--- config.mk ---
export PLATFORM = sky130hd
export DESIGN_NAME = dr_queue
export DESIGN_NICKNAME = d
export VERILOG_FILES = /design/src/rtl/ooo_pkg.sv /design/src/rtl/dr_queue_ptr.sv /design/src/rtl/dr_queue.sv
export SDC_FILE = /design/constraint.sdc
export NUM_CORES = 1
export LEC_CHECK = 0
export CAP_MARGIN = 20
export CORE_MARGIN = 4
export CORE_UTILIZATION = 40
export DETAILED_ROUTE_END_ITERATION = 6
export PLACE_DENSITY_LB_ADDON = 0.12
export SYNTH_ARGS = -nofsm -noshare
export SYNTH_HDL_FRONTEND = slang
export SYNTH_SLANG_ARGS = --single-unit
--- constraint.sdc ---
create_clock -name clk -period 8.75 [get_ports clk]
set_input_delay 0.875 -clock clk [delete_from_list [all_inputs] [get_ports clk]]
set_output_delay 0.875 -clock clk [all_outputs]
set_load 0.1 [all_outputs]
--- src/rtl/ooo_pkg.sv ---
// ooo_pkg - shared types for the decode/rename boundary of the out-of-order core.
//
// dr_payload_t is the decoded-instruction record carried by dr_queue. Its
// natural width is DR_PAYLOAD_W (93 bits); integration pads it to
// DR_QUEUE_W (96) so the queue storage stays on a byte-friendly width.
package ooo_pkg;

  typedef struct packed {
    logic [31:0] pc_addr;
    logic [31:0] imm;
    logic        branch;
    logic        mem_read;
    logic [1:0]  write_data;
    logic [1:0]  alu_op;
    logic        mem_write;
    logic        alu_src_imm;
    logic        reg_write;
    logic        alu_src_pc;
    logic        jump;
    logic [2:0]  load_size;
    logic [4:0]  rs1;
    logic [4:0]  rs2;
    logic [4:0]  rd;
  } dr_payload_t;

  localparam int DR_PAYLOAD_W = $bits(dr_payload_t);
  localparam int DR_QUEUE_W   = 96;

endpackage

--- src/rtl/dr_queue_ptr.sv ---
// dr_queue_ptr - circular index register for dr_queue.
//
// Increments by one on inc and wraps from DEPTH-1 back to 0 by explicit
// compare, so DEPTH need not be a power of two. clear has the same effect as
// reset and wins over inc.
//
// Ports:
//   clk    rising-edge clock
//   reset  synchronous active-high reset (pointer -> 0)
//   clear  synchronous clear (pointer -> 0), used for flush
//   inc    advance pointer this cycle
//   ptr    current index, 0..DEPTH-1
module dr_queue_ptr
  import ooo_pkg::*;
#(
  parameter int DEPTH = 4,
  parameter int PW    = (DEPTH > 1) ? $clog2(DEPTH) : 1
) (
  input  logic          clk,
  input  logic          reset,
  input  logic          clear,
  input  logic          inc,
  output logic [PW-1:0] ptr
);

  always_ff @(posedge clk) begin
    if (reset || clear) begin
      ptr <= '0;
    end else if (inc) begin
      ptr <= (ptr == PW'(DEPTH - 1)) ? '0 : ptr + PW'(1);
    end
  end

endmodule

--- src/rtl/dr_queue.sv ---
// dr_queue - elastic FIFO between decode and rename.
//
// Holds up to DEPTH decoded-instruction payloads with valid/ready handshakes
// on both sides. in_ready depends on registered occupancy only, so rename
// back-pressure never forms a combinational path into decode. flush empties
// the queue at the next edge and discards any push/pop of the flush cycle.
//
// Build option: define DR_QUEUE_BYPASS_EN to let a payload arriving at an
// empty queue appear on out_data in the same cycle (and pass straight through
// without being stored when out_ready is high). Without it, latency from
// push to out_valid is exactly one cycle.
//
// Ports:
//   clk, reset          clock, synchronous active-high reset
//   flush               mispredict redirect, empties the queue
//   in_valid/in_ready   decode-side handshake, in_data payload
//   out_valid/out_ready rename-side handshake, out_data head payload (0 when invalid)
//   count               occupancy 0..DEPTH
//   full, empty         count == DEPTH, count == 0
module dr_queue
  import ooo_pkg::*;
#(
  parameter  int WIDTH = DR_QUEUE_W,
  parameter  int DEPTH = 4,
  localparam int CW    = $clog2(DEPTH + 1)
) (
  input  logic             clk,
  input  logic             reset,
  input  logic             flush,
  input  logic             in_valid,
  output logic             in_ready,
  input  logic [WIDTH-1:0] in_data,
  output logic             out_valid,
  input  logic             out_ready,
  output logic [WIDTH-1:0] out_data,
  output logic [CW-1:0]    count,
  output logic             full,
  output logic             empty
);

  localparam int PW = (DEPTH > 1) ? $clog2(DEPTH) : 1;

  logic [WIDTH-1:0] mem [DEPTH];
  logic [PW-1:0]    wr_ptr;
  logic [PW-1:0]    rd_ptr;
  logic             push;
  logic             pop;
  logic             byp_vld;
  logic             byp_take;
  logic             wr_en;
  logic             rd_en;

  assign full     = (count == CW'(DEPTH));
  assign empty    = (count == '0);
  assign in_ready = !full;

`ifdef DR_QUEUE_BYPASS_EN
  // An empty queue presents the incoming payload directly; flush kills it.
  assign byp_vld  = empty && in_valid && !flush;
  assign byp_take = byp_vld && out_ready;
  assign out_data = !empty ? mem[rd_ptr] : (byp_vld ? in_data : '0);
`else
  assign byp_vld  = 1'b0;
  assign byp_take = 1'b0;
  assign out_data = !empty ? mem[rd_ptr] : '0;
`endif

  assign out_valid = !empty || byp_vld;
  assign push      = in_valid && in_ready;
  assign pop       = out_valid && out_ready;

  // Storage-side events. A bypassed transfer is both a push and a pop but
  // touches neither the array nor the pointers.
  assign wr_en = push && !byp_take && !flush;
  assign rd_en = pop && !empty && !flush;

  dr_queue_ptr #(.DEPTH(DEPTH), .PW(PW)) u_wr_ptr (
    .clk   (clk),
    .reset (reset),
    .clear (flush),
    .inc   (wr_en),
    .ptr   (wr_ptr)
  );

  dr_queue_ptr #(.DEPTH(DEPTH), .PW(PW)) u_rd_ptr (
    .clk   (clk),
    .reset (reset),
    .clear (flush),
    .inc   (rd_en),
    .ptr   (rd_ptr)
  );

  // Payload storage is deliberately not reset; count/pointers qualify it.
  always_ff @(posedge clk) begin
    if (wr_en) begin
      mem[wr_ptr] <= in_data;
    end
  end

  always_ff @(posedge clk) begin
    if (reset || flush) begin
      count <= '0;
    end else begin
      case ({wr_en, rd_en})
        2'b10:   count <= count + CW'(1);
        2'b01:   count <= count - CW'(1);
        default: count <= count;
      endcase
    end
  end

  // Occupancy implied by the pointers; a full queue has equal pointers.
  int ptr_gap;
  assign ptr_gap = (int'(wr_ptr) - int'(rd_ptr) + DEPTH) % DEPTH;

  always_ff @(posedge clk) begin
    if (!reset) begin
      assert (int'(count) <= DEPTH);
      assert (!(wr_en && full));
      assert (!(rd_en && empty));
      assert (ptr_gap == (int'(count) % DEPTH));
    end
  end

endmodule

Word-level counts from Yosys, hierarchy flattened
Memories as Yosys holds them, arrays and structs flattened. A register that Yosys moved wholly into a read port is not among the register bits.
Index checks and enable logic that the tools add are counted.
- logic and storage cells: 32
- memories kept: 1
- bits in registers: 7
- output and inout port bits: 103
- RAM bits: 384
- input port bits: 101
- memory list (memory ; words ; width ; read ports ; clocked after Yosys merged registers in ; wr ports ; line ; RTL):
    mem ; 4 ; 96 ; 1 ; 1 ; 1 ; dr_queue.sv:43 ; logic [WIDTH-1:0] mem [DEPTH];
- reduce and logical (&&, ||, !) cells: 11
- eq/ne operators: 5
- add/sub/neg operators: 4
- multiplexer cells: 8
- operators by type and width (kind ; number):
    96-bit two-way mux ; 1
    2-bit two-way mux ; 4
    2-bit equality test (second input constant) ; 3
    3-bit one-hot mux with 2 select lines ; 1
    1-bit logical AND ; 5
    2-bit by 1-bit adder with 2-bit output (second input constant) ; 2
    3-bit by 1-bit adder with 3-bit output (second input constant) ; 1
    3-bit equality test (second input constant) ; 1
    1-bit zero test ; 3
    3-bit zero test ; 1
    3-bit by 1-bit subtractor with 3-bit output (second input constant) ; 1
    2-bit by 1-bit equality test with 1-bit output (second input constant) ; 1
    1-bit two-way mux ; 2
    2-bit nonzero test ; 1
    1-bit logical OR ; 1

Depth between registers and ports, before layout
Gate-level depths: netlist of the first run.
- word-level depth: 7
- mapped depth: 10
- gate-level depth less buffers: 9

Hierarchy
A second synthesis of the first run with hierarchy kept.
- cells, all modules: 653
- area, all modules: 14903.0 µm²
- modules (own cells, without submodules) (module ; instances ; area an instance (µm²) ; seq. area each (µm²) ; cells an instance):
    dr_queue ; 1 ; 14712.9 ; 11591.1 ; 637
    dr_queue_ptr ; 2 ; 95.1 ; 40.0 ; 8

Worst setup path after synthesis of the first run
No wires, ideal clock.
- kind: register to register
- from: register count[0]
- to: memory mem[0][0] in the netlist's numbering, enable pin
- stages on the path, launching flop included: 4
- path buffers: 1
- library setup time: 0.466 ns
- required time: 8.284 ns
- path slack: 4.212 ns
- arrival time: 4.072 ns
- period minus slack after synthesis: 4.538 ns
- cells stage by stage: dfxtp_1 > or3b_1 > buf_2 > and3_1
- word-level cells in the longest chain between the ends: 6
- ends and longest elaborated chain (what ; line ; RTL):
    start: declaration ; dr_queue.sv:36 ; output logic [CW-1:0] count,
    start signal: assignment ; dr_queue.sv:105 ; 2'b10: count <= count + CW'(1);
    start signal: assignment ; dr_queue.sv:106 ; 2'b01: count <= count - CW'(1);
    start signal: assignment ; dr_queue.sv:107 ; default: count <= count;
    3-bit equality test ; dr_queue.sv:53 ; assign full = (count == CW'(DEPTH));
    1-bit zero test ; dr_queue.sv:55 ; assign in_ready = !full;
    via in_ready ; dr_queue.sv:31 ; output logic in_ready,
    1-bit logical AND ; dr_queue.sv:69 ; assign push = in_valid && in_ready;
    1-bit logical AND ; dr_queue.sv:74 ; assign wr_en = push && !byp_take && !flush;
    1-bit two-way mux ; dr_queue.sv:95 ; if (wr_en) begin
    1-bit two-way mux (not written as such) ; dr_queue.sv:96 ; mem[wr_ptr] <= in_data;
    end: declaration ; dr_queue.sv:43 ;
The timed path passes the listed nets, and every way through them passes these cells.

==> flow_metrics.tcl, run 1 <==
set metrics [dict create \
    synth_top_cell_by_area "edfxtp_1" \
    drt_iter0_markers 413 \
    drt.antenna.violating_nets 0 \
    rrSetupSlack_ns 5.93 \
    postPlaceCellArea_sq_mm 0.01749 \
    synth_area_sq_mm 0.01498 \
    synth.top_cell.area_share 0.7695 \
    grt_max_degree 99 \
    p_leak_nw 5.949 \
    netlist_top_cells_area "edfxtp_1 77%, mux4_2 14%, and2_1 4.0%" \
    diodes 0 \
    gr-total-overflow 0 \
    ctsHtreeMaxLevel 2 \
    rsz0062_at_grt "false" \
    insertion_delay_ns 0.52 \
    nNetsFinal 995 \
    holdPathStages 2 \
    drive_gt1_frac 0.1872 \
    status "finished, final reports clean" \
    io_pins 204 \
    cp-start-kind "flip-flop" \
    gp_congestion 0.7157 \
    num_rows 70 \
    r2r_end "mem[1][13]" \
    grt_use_total 0.1537 \
    vias_per_cell 5.214 \
    fin_skew_ns 0.01188 \
    dp_hpwl_mm 18.31 \
    synthFlopType "edfxtp_1" \
    r2r-start "count[1]" \
    cts_root_buffer "clkbuf_16" \
    synth-edff-count 384 \
    power.density_mw_per_mm2 221.3 \
    synth_common_cells "384 x edfxtp_1, 97 x and2_1, 96 x mux4_2" \
    totalNegativeSetupSlack_ns 0 \
    route.detailed.drc 0 \
    wl_mm 31.71 \
    ff2ff_path_depth 3 \
    grt_pass1_vias 8017 \
    ys_types 24 \
    hold_class "reg -> reg" \
    vias 7232 \
    numCtsBuffers 42 \
    core_area_sq_mm 0.03679 \
    grt_pass1_wl_mm 48.11 \
    async_flop_share 0 \
    path_class "reg -> out" \
    synthCells 667 \
    ctsHoldBuffers 0 \
    port_buffers 203 \
    ir_drop_mv 0.1446 \
    avgSynthCellArea_sq_um 22.47 \
    critical_path.max_fanout 55 \
    ys_seq_area_frac 0.7816 \
    worstPathRequired_ns 7.88 \
    cts.sinks 393 \
    final_cell_area_sq_mm 0.01893 \
    setup_violations 0 \
    yosysWarnings 0 \
    hold_viol 0 \
    yosysMostFrequentCell "edfxtp_1" \
    layout_min_cycle_time_ns 4.732 \
    die_h_microns 201.6 \
    end_kind "primary output" \
    cts_tree "yes" \
    ctsLongestPathBuffers 3 \
    wl_per_cell_microns 22.86 \
    drv_slew 0 \
    dieWidth_microns 201.6 \
    synthesis.nets 775 \
    grt_antenna_before_repair 2 \
    fin_crit_sh 0.5408 \
    initial_core_util 0.4073 \
    hold_start "u_rd_ptr.ptr[0]" \
    max-slew-margin-rel 0.2491 \
    post_cts_buffers 0 \
    area_growth_pct 26.32 \
    die-area_sq_mm 0.04062 \
    worstPathArrival_ns 3.86 \
    drv_cap 0 \
    yosys_register_bits 393 \
    fmax_mhz 211.3 \
    dr.pass1.iters 5 \
    clkTransAtPathRegs_ns 0.06 \
    cts_resized 0 \
    worst_pin_slew_ns 1.123 \
]
## routing by layer
metal	global-route usage	wire, microns	vias up
met5	0	27	-
met4	0.02954	433	4
met3	0.04029	1867	46
met2	0.2586	15920	201
met1	0.2056	13460	3819
li1	-	-	3162
## cell usage in the layout, fill, tap and decap left out, drive strengths merged, types with 7 or more instances in the layout
cell type and n:
and2 97, buf 8, bufinv 7, clkbuf 53, clkdlybuf4s50 203, clkinv 15
dfxtp 9, edfxtp 384, inv 8, mux4 96
## where the power goes
part / total, mW / internal, mW / switching (mW)
Sequential: 2.10 / 2.10 / 0.00677
Clock: 1.81 / 1.14 / 0.674
Combinational: 0.274 / 0.0958 / 0.178
## worst max-delay path: stages, from the launching register on
cell,delay [ns]
dfxtp_4,0.77
buf_4,0.82
mux4_2,0.36
and2_1,0.19
clkdlybuf4s50_1,1.16
## area by class of cell
class,instances,area (sq um)
Sequential cell,393,11720
Tap cell,468,585.6
Clock buffer,53,1156
Timing Repair Buffer,211,2092
Fill cell,2939,17860
Inverter,8,30.03
Clock inverter,23,282.8
Multi-Input combinational cell,231,3063
## worst max path at each step
stage,from,endpoint,slack [ns]
6_report,flip-flop,out_data[2],4.02
3_3_place_gp,flip-flop,out_data[1],4.51
3_5_place_dp,flip-flop,out_data[2],4.50
5_1_grt,flip-flop,out_data[2],3.85
4_1_cts,flip-flop,out_data[2],3.94
2_1_floorplan,count[0],mem[0][0],4.21
## kinds of logic (layout without fill, tap and decap cells)
| kind of cell | count (synthesis) | count (layout) | share of synthesized area |
|---|---|---|---|
| AND/OR/NAND/NOR | 118 | 118 | 0.04801 |
| multiplexers | 96 | 96 | 0.1443 |
| buffers and inverters | 43 | 295 | 0.01545 |
| AO/OA/AOI/OAI | 8 | 8 | 0.003173 |
| flip-flops | 393 | 393 | 0.7816 |
| XOR/XNOR | 2 | 2 | 0.001169 |
| adder cells (fa/ha/maj) | 7 | 7 | 0.006346 |
## registers in the layout, summed over array words and instances (netlist names), named ones only
| register | cells |
|---|---|
| mem | 384 |
| count | 3 |
| u_rd_ptr.ptr | 2 |
| u_wr_ptr.ptr | 2 |
## through the flow
step,hold WS (ns),total power [mW],setup slack (ns),std cells,util
floorplan,0.4634,2.306,4.212,667,-
global placement,0.4762,2.411,4.508,1311,0.4754
detailed placement,0.4888,2.419,4.502,1311,0.4754
CTS,0.5047,4.239,3.936,1387,0.5146
global route,0.5167,4.336,3.846,1387,0.5146
finish,0.4992,4.188,4.018,1387,0.5146
(Power assumes the default switching activity.)
==> run 2, diff against run 1 <==
==> constraint.sdc (replaced) <==
create_clock -name clk -period 4.3 [get_ports clk]
set_input_delay 0.43 -clock clk [delete_from_list [all_inputs] [get_ports clk]]
set_output_delay 0.43 -clock clk [all_outputs]
set_load 0.1 [all_outputs]
==> run 2 against run 1 <==
Combinational power grew 100%. Core utilization shrank 0.065 points. Sequential power rose by 100%. Critical path type unchanged. Worst setup slack worse by 3.4 ns. Final cell count increased by 0.72%. Global-route usage decreased by 0.094 points. Critical path depth did not move. Cell area decreased by 0.13%.
==> flow_metrics.tcl, run 2 (same netlist as run 1, synthesis figures left out) <==
set metrics [dict create \
    seqPwrFrac 0.520 \
    grt_max_degree 65 \
    ctsHtreeMaxLevel 2 \
    route.detailed.drc 0 \
    area_growth_pct 26.16 \
    status "finished, final reports clean" \
    pwr-share-clk 0.412 \
    largest_reg_flops 384 \
    core_area_sq_mm 0.03679 \
    gr-total-overflow 0 \
    hold_viol 0 \
    cts_tree "yes" \
    fin_crit_sh 0.8656 \
    layout_common_cells "384 x edfxtp_1, 185 x clkdlybuf4s50_1, 97 x and2_1" \
    critical_path.max_fanout 45 \
    critPathTopFamily "buffers and inverters" \
    largest-register "mem" \
    drive_gt1_frac 0.2050 \
    grt_pass1_vias 8004 \
    post_cts_buffers 0 \
    critPathMaxStageDelay_ns 0.99 \
    worst_pin_slew_ns 1.080 \
    hold_class "reg -> reg" \
    die_h_microns 201.6 \
    die-area_sq_mm 0.04062 \
    layout_commonest_cell "edfxtp_1" \
    layout_min_cycle_time_ns 3.722 \
    grt_antenna_before_repair 5 \
    gp_congestion 0.7414 \
    path_class "reg -> out" \
    dp_hpwl_mm 18.98 \
    intPower_mw 6.485 \
    placedCellCount 1318 \
    worstPathArrival_ns 3.29 \
    vias_per_cell 5.083 \
    wl_mm 31.13 \
    fillerInstances 2990 \
    num_rows 70 \
    cts_root_buffer "clkbuf_16" \
    instances_no_fill 1397 \
    clkTransAtPathRegs_ns 0.05 \
    drt_iter0_markers 306 \
    vias 7101 \
    setup_ws_ns 0.5777 \
    max-slew-margin-rel 0.2779 \
    p_sw_frac 0.2111 \
    cts_resized 0 \
    drv_cap 0 \
    end_kind "primary output" \
    p_leak_nw 5.970 \
    drv_slew 0 \
    fin_skew_ns 0.01586 \
    ctsLongestPathBuffers 3 \
    io_pins 204 \
    ir_drop_mv 0.2428 \
    path_cells "buf_12, mux4_2, and2_1, clkdlybuf4s50_1" \
    p_comb_frac 0.068 \
    rsz0062_at_grt "false" \
    reg_top3 "mem (384), count (3)" \
    drt.antenna.violating_nets 0 \
    initial_core_util 0.4073 \
    path_buf_inv 2 \
    fmax_mhz 268.7 \
    numCtsBuffers 42 \
    worstPathRequired_ns 3.87 \
    cp-start-kind "flip-flop" \
    totalNegativeSetupSlack_ns 0 \
    dieWidth_microns 201.6 \
    slowest_stage "clkdlybuf4s50_1" \
    nNetsFinal 1002 \
    power_switching_mw 1.735 \
    port_buffers 203 \
    insertion_delay_ns 0.52 \
    setup_violations 0 \
    wl_per_cell_microns 22.28 \
    dp_slack_ns 1.042 \
    dr.pass1.iters 4 \
    cts.sinks 393 \
    power.density_mw_per_mm2 434.8 \
    grt_use_total 0.1527 \
    grt_pass1_wl_mm 48.06 \
    ctsHoldBuffers 0 \
]
[run 2: cell types whose count changed in the layout (fill, tap and decap cells not counted), sizes merged]
cell,previous run,this run
buf,8,33
clkdlybuf4s50,203,185
bufinv,7,2
clkbuf,53,57
diode,0,2
clkinv,15,16
clkinvlp,1,2
[run 2: cell type report]
| type | instances | area [sq um] | area share |
|---|---|---|---|
| flip-flops and latches | 393 | 11720 | 0.6199 |
| inverters | 8 | 30.03 | 0.001588 |
| multi-input cells | 231 | 3063 | 0.1620 |
| well taps | 468 | 585.6 | 0.03097 |
| diodes | 2 | 5.005 | 0.0002647 |
| clock inverters | 20 | 143.9 | 0.007611 |
| repair buffers | 218 | 2187 | 0.1157 |
| clock buffers | 57 | 1171 | 0.06195 |
[run 2: path summary, 6_finish.rpt]
kind	start	to	slack [ns]	depth (start not counted)
worst max-delay path	flip-flop	out_data[30]	0.58	4
worst min-delay path	u_rd_ptr.ptr[0]	flip-flop	0.50	2
worst max register to register	count[2]	count[2]	1.74	9
worst min register to register	u_rd_ptr.ptr[0]	flip-flop	0.50	2
[run 2: per-layer routing]
layer  share of wire  wire length, microns  global-route usage
met5          0.0017                    53                   0
met4           0.013                   407             0.02905
met3           0.060                  1870             0.04206
met2            0.50                 15570              0.2611
met1            0.42                 13230              0.1993
[run 2: power groups by stage]
stage                     sequential [mW]  combinational, mW  clock (mW)
after floorplan                      4.36              0.329           0
after global placement               4.35              0.555           0
after detailed placement             4.36              0.565           0
after CTS                            4.28              0.567        3.49
after global routing                 4.28              0.587        3.66
final                                4.28              0.558        3.38
[run 2: metrics by stage]
stage	cell area (sq um)	power, mW	util	hold WS, ns
after floorplan	14990	4.689	-	0.4634
after global placement	17580	4.908	0.4780	0.4827
after detailed placement	17580	4.923	0.4780	0.4876
after CTS	18900	8.339	0.5138	0.4962
after global routing	18900	8.529	0.5138	0.5176
final	18900	8.220	0.5139	0.4956
[run 2: worst register-to-register path, stage by stage (launching register included)]
cell	delay (ns)
dfxtp_1	0.40
or3b_1	0.52
and2_1	0.24
inv_1	0.07
ha_1	0.18
inv_1	0.06
fa_1	0.37
xor2_1	0.16
or3_1	0.31
a21oi_1	0.17
==> run 3, diff against run 2 <==
--- a/config.mk
+++ b/config.mk
@@ -8,6 +8,7 @@
 export CAP_MARGIN = 20
 export CORE_MARGIN = 4
 export CORE_UTILIZATION = 40
+export CTS_CLUSTER_DIAMETER = 100
 export DETAILED_ROUTE_END_ITERATION = 6
 export PLACE_DENSITY_LB_ADDON = 0.12
 export SYNTH_ARGS = -nofsm -noshare
==> results of run 3 <==
Same layout as run 2: the final DEF is identical, and so are final timing and power.
